### src/rtl/mem_arbiter.sv
// Single-port arbiter sharing one unified memory between the IF fetch port and the MM load/store port.
// Define MEM_ARB_RR_EN for round-robin tie-breaking; otherwise MM has fixed priority over IF.
module mem_arbiter #(
  parameter int width   = 32,
  parameter int TIMEOUT = 16
) (
  input  logic             clk,
  input  logic             rst,
  input  logic             if_req,
  input  logic [width-1:0] if_addr,
  output logic             if_ack,
  output logic [width-1:0] if_rdata,
  input  logic             mm_req,
  input  logic             mm_we,
  input  logic [width-1:0] mm_addr,
  input  logic [width-1:0] mm_wdata,
  input  logic [3:0]       mm_be,
  output logic             mm_ack,
  output logic [width-1:0] mm_rdata,
  output logic             err,
  output logic             busy,
  output logic             mem_req,
  output logic             mem_we,
  output logic [width-1:0] mem_addr,
  output logic [width-1:0] mem_wdata,
  output logic [3:0]       mem_be,
  input  logic             mem_rvalid,
  input  logic [width-1:0] mem_rdata
);

  localparam int CW = $clog2(TIMEOUT + 1);

  typedef enum logic [1:0] {IDLE, ISSUE, WAIT, RESP} state_t;

  state_t           state_q;
  logic             grant_mm_q;
  logic [CW-1:0]    cnt_q;
  logic             if_ack_q, mm_ack_q, err_q, busy_q;
  logic             mem_req_q, mem_we_q;
  logic [width-1:0] if_rdata_q, mm_rdata_q, mem_addr_q, mem_wdata_q;
  logic [3:0]       mem_be_q;
  logic             grant_mm_d;

`ifdef MEM_ARB_RR_EN
  logic last_grant_q;  // 1 = MM won last

  always_comb begin
    grant_mm_d = mm_req;
    if (if_req && mm_req) grant_mm_d = !last_grant_q;
  end
`else
  assign grant_mm_d = mm_req;
`endif

  always_ff @(posedge clk or posedge rst) begin
    if (rst) begin
      state_q     <= IDLE;
      grant_mm_q  <= 1'b0;
      cnt_q       <= '0;
      if_ack_q    <= 1'b0;
      mm_ack_q    <= 1'b0;
      err_q       <= 1'b0;
      busy_q      <= 1'b0;
      mem_req_q   <= 1'b0;
      mem_we_q    <= 1'b0;
      if_rdata_q  <= '0;
      mm_rdata_q  <= '0;
      mem_addr_q  <= '0;
      mem_wdata_q <= '0;
      mem_be_q    <= '0;
`ifdef MEM_ARB_RR_EN
      last_grant_q <= 1'b1;
`endif
    end else begin
      // NOTE: pulse outputs default low with non-blocking assignments so each state only raises what it owns.
      mem_req_q <= 1'b0;
      if_ack_q  <= 1'b0;
      mm_ack_q  <= 1'b0;
      unique case (state_q)
        IDLE: begin
          if (if_req || mm_req) begin
            grant_mm_q  <= grant_mm_d;
            mem_we_q    <= grant_mm_d ? mm_we : 1'b0;
            mem_addr_q  <= grant_mm_d ? mm_addr : if_addr;
            mem_wdata_q <= grant_mm_d ? mm_wdata : '0;
            mem_be_q    <= grant_mm_d ? mm_be : 4'hF;
            mem_req_q   <= 1'b1;
            busy_q      <= 1'b1;
            state_q     <= ISSUE;
`ifdef MEM_ARB_RR_EN
            last_grant_q <= grant_mm_d;
`endif
          end
        end
        ISSUE: begin
          cnt_q   <= '0;
          state_q <= WAIT;
        end
        WAIT: begin
          if (mem_rvalid) begin
            if (grant_mm_q) mm_rdata_q <= mem_rdata;
            else            if_rdata_q <= mem_rdata;
            err_q    <= 1'b0;
            if_ack_q <= !grant_mm_q;
            mm_ack_q <= grant_mm_q;
            state_q  <= RESP;
          end else if (cnt_q == CW'(TIMEOUT)) begin
            // The memory is assumed never to answer a command after it has timed out.
            if (grant_mm_q) mm_rdata_q <= '0;
            else            if_rdata_q <= '0;
            err_q    <= 1'b1;
            if_ack_q <= !grant_mm_q;
            mm_ack_q <= grant_mm_q;
            state_q  <= RESP;
          end else begin
            cnt_q <= cnt_q + CW'(1);
          end
        end
        RESP: begin
          err_q   <= 1'b0;
          busy_q  <= 1'b0;
          state_q <= IDLE;
        end
        default: state_q <= IDLE;
      endcase
    end
  end

  assign if_ack    = if_ack_q;
  assign mm_ack    = mm_ack_q;
  assign if_rdata  = if_rdata_q;
  assign mm_rdata  = mm_rdata_q;
  assign err       = err_q;
  assign busy      = busy_q;
  assign mem_req   = mem_req_q;
  assign mem_we    = mem_we_q;
  assign mem_addr  = mem_addr_q;
  assign mem_wdata = mem_wdata_q;
  assign mem_be    = mem_be_q;

endmodule

### config.mk
export PLATFORM = sky130hd
export DESIGN_NAME = mem_arbiter
export DESIGN_NICKNAME = d
export VERILOG_FILES = /design/src/rtl/mem_arbiter.sv
export SDC_FILE = /design/constraint.sdc
export NUM_CORES = 1
export LEC_CHECK = 0
export CORE_MARGIN = 2
export CORE_UTILIZATION = 37
export DETAILED_ROUTE_END_ITERATION = 7
export PLACE_DENSITY = 0.84
export SYNTH_ARGS = -nofsm -noshare
export SYNTH_HDL_FRONTEND = slang
export SYNTH_SLANG_ARGS = --single-unit
export TNS_END_PERCENT = 30
### constraint.sdc
create_clock -name clk -period 4.9 [get_ports clk]
set_input_delay 0.98 -clock clk [delete_from_list [all_inputs] [get_ports clk]]
set_output_delay 0.98 -clock clk [all_outputs]
set_load 0.01 [all_outputs]
==> metrics.md <==
| Metric | Value |
|---|---|
| Status | finished clean |
| # diodes | 0 |
| Post-CTS Setup Bufs | 0 |
| R2r startpoint | state_q[0] |
| Post-synth top area share | 61.47% |
| Final setup violation count | 0 |
| Netlist Area Pre-Place | 5943 um^2 |
| Rel. slew slack | 36.32% |
| Critical path class | in -> reg |
| Critical Path, Cell by Cell | clkdlybuf4s50_1 > and3_1 > buf_4 > a22o_1 |
| Flops & latches, synth | 146 |
| Asr flop ratio synth | 100.0% |
| EDFF count, synth | 0 |
| Mapped Nets | 652 |
| Final ANT Viol Nets | 0 |
| Worst setup EP type | flip-flop |
| Worst R2R End | mm_rdata[10] |
| Largest net degree at the start of global routing | 147 |
| Worst r2r path cells | 5 |
| Critical path startpoint category | primary input |
| WHS Path Cells | 2 |
| CP peak stage delay | 850 ps |
| Slew Limit Fails | 0 |
| CTS Buf Count | 17 |
| Routed WL per cell | 16.74 um |
| Hold Crit Class | reg -> reg |
| Num rows | 46 |
| Nets@finish | 915 |
| Clk_lat worst skew | 410 ps |
| Routed Wire Length | 16,730 um |
| Vias per cell | 4.885 |
| CTS tree | done |
| Post-Syn Instances | 507 |
| Synth-to-layout area growth | 57.75% |
| CP arrival | 2970 ps |
| Root Buffer | clkbuf_16 |
| Max FO, Critical Path | 25 |
| Worst EP required | 5240 ps |
| Measured slew at the worst slew-check pin | 955.2 ps |
| Area of the multi-input gates | 2003 um^2 |
| Register area | 3654 um^2 |
| PD cells | 611.4 nW/um^2 |
| Initial Utilization | 37.69% |
| Post-Layout Cell Count | 999 |
| Min-Delay Startpoint | mem_wdata[16] |
| Dominant cells by area after synthesis | dfrtp_1 (61%), a22o_1 (9.6%), nand2_1 (6.6%), mux2i_1 (5.9%), nand3_1 (3.0%) |
| Register area share after synthesis | 61.47% |
| Die area | 17,090 um^2 |
| Min Tclk post-route | 2624 ps |
| # DRC | 0 |
| Worst path slowest cell | and3_1 |
| Max IR drop VDD | 0.2924 mV |
| Final setup TNS | 0 ps |
| WHS Endpoint | mem_wdata[16] |
| Chip width | 130.7 um |
| Core Area | 15,770 um^2 |
| Top Ports | 276 |
| Share of cells above drive strength 1 | 5.875% |
| Buffers & Inverters on Critical Path | 2 |
| Post-synthesis cell type count | 32 |
| Routability Congestion | 0.7257 |
| Final Power | 5.732 mW |
| Fmax | 381.1 MHz |
| CP top delay family | buffers and inverters |
| Clock-pin slew on the worst setup and hold paths | 60 ps |
| Clock Sinks | 146 |
| Detailed placement HPWL | 11,830 um |
| Fillers | 1,323 |
| Post-CTS sizing | 0 |
| RSZ-0062 raised after global routing | no |
| Number of global-route vias before repair | 4,799 |
| Synth Flop Type | dfrtp_1 |
| Synth Area per Inst | 11.72 um^2 |
| Tcrit/Tclk final | 53.55% |
| P_leak | 4.299 nW |
| Max Cap Viol | 0 |
| H-tree Lvls | 4 |
| Area leader, netlist | dfrtp_1 |
| Setup Skew | 7.504 ps |
| Die height | 130.7 um |
| Clk buf depth | 2 |
| Final Hold Vio Count | 0 |
| Vias | 4,880 |
| Total congestion overflow | 0 |
| Initial antenna violation count | 0 |
| DRT Pass-1 Iters | 6 |
| Synth warn | 0 |
| Initial drt markers | 191 |
| DP Cell Count | 967 |
| Hold_buf cts | 0 |
| Port buffer count | 275 |
| First-pass GRT wire length | 25,450 um |
| Total track usage | 19.52% |
| Flop2flop setup slack | 2630 ps |
-- layout make-up --
class / count / share of cell area, %
inverters: 14 / 0.6006
clock buffers: 20 / 4.978
repair buffers: 280 / 29.87
multi-input cells: 311 / 21.37
well taps: 216 / 2.883
flip-flops and latches: 146 / 38.97
clock inverters: 12 / 1.335
-- per-stage QoR --
step | util [%] | cell area (um^2) | hold WS (ps) | worst slack (ps)
floorplan | - | 5947 | 494.2 | 2087
global placement | 55.70 | 8783 | 448.0 | 1908
detailed placement | 55.70 | 8783 | 454.9 | 1872
CTS | 59.45 | 9375 | 467.5 | 2298
global route | 59.45 | 9375 | 482.5 | 2188
finish | 59.45 | 9375 | 462.8 | 2276
-- synthesized netlist by cell type (2+ instances only) --
library cell / count
o21ai_0: 33
nand2_1: 105
a22o_1: 65
ha_1: 7
inv_1: 14
dfrtp_1: 146
mux2i_1: 35
buf_6: 10
xor2_1: 2
nand3_1: 36
clkbuf_1: 11
a31oi_1: 4
nand3b_1: 2
nor2_1: 5
o21ai_4: 2
buf_4: 2
buf_2: 13
-- logic make-up after synthesis --
kind of cell / after synthesis / share of synthesized area [%]
flops: 146 / 61.47
compound gates: 109 / 14.21
buf+inv: 50 / 4.821
simple gates: 156 / 11.45
mux: 37 / 6.274
xor+xnor: 2 / 0.2948
fa+ha+maj: 7 / 1.474
-- worst max-delay path by stage --
stage                   end  slack (ps)  cells after the start       start
2_1_floorplan          busy        2090                      1         rst
3_3_place_gp    mm_rdata[9]        1910                      4  mem_rvalid
3_5_place_dp   mm_rdata[10]        1870                      4  mem_rvalid
4_1_cts        mm_rdata[10]        2300                      4  mem_rvalid
5_1_grt        mm_rdata[12]        2190                      4  mem_rvalid
6_report       mm_rdata[10]        2280                      4  mem_rvalid
-- cells in the final DEF, fill, tap and decap left out, drive strengths merged, types with 2 or more instances in the layout --
cell	netlist	routed
dfrtp	146	146
inv	14	16
buf	25	6
mux2	2	2
xor2	2	2
clkbuf	11	20
a31oi	4	4
mux2i	35	35
nand3	36	36
nand2	105	105
clkinv	0	6
ha	7	7
o21ai	35	35
nor2	5	5
clkdlybuf4s50	0	274
clkinvlp	0	3
a22o	65	65
nand3b	2	2
-- power by group --
part | internal, mW | total (mW) | switching [mW] | leakage (nW)
Sequential | 1.74 | 2.05 | 0.309 | 1.84
Clock | 0.751 | 1.28 | 0.529 | 0.287
Combinational | 1.33 | 2.41 | 1.07 | 2.17
-- layer usage --
layer / routed length [um] / track usage [%]
met1: 6615 / 22.47
met4: 248 / 5.569
met2: 8009 / 31.83
met5: 0 / 0
met3: 1854 / 10.38
-- worst min-delay path, stage by stage (launching register included) --
cell and delay [ps]:
dfrtp_1 340, nand2_1 50, nand2_1 40
-- state kept, by name, indices dropped and copies added (netlist names) --
name,cells
if_rdata,32
busy,1
if_ack,1
state_q,2
err,1
mem_be,4
mem_addr,32
mem_we,1
mm_ack,1
mem_req,1
mm_rdata,32
grant_mm_q,1
cnt_q,5
mem_wdata,32
Power figures use the tool's default switching activity.
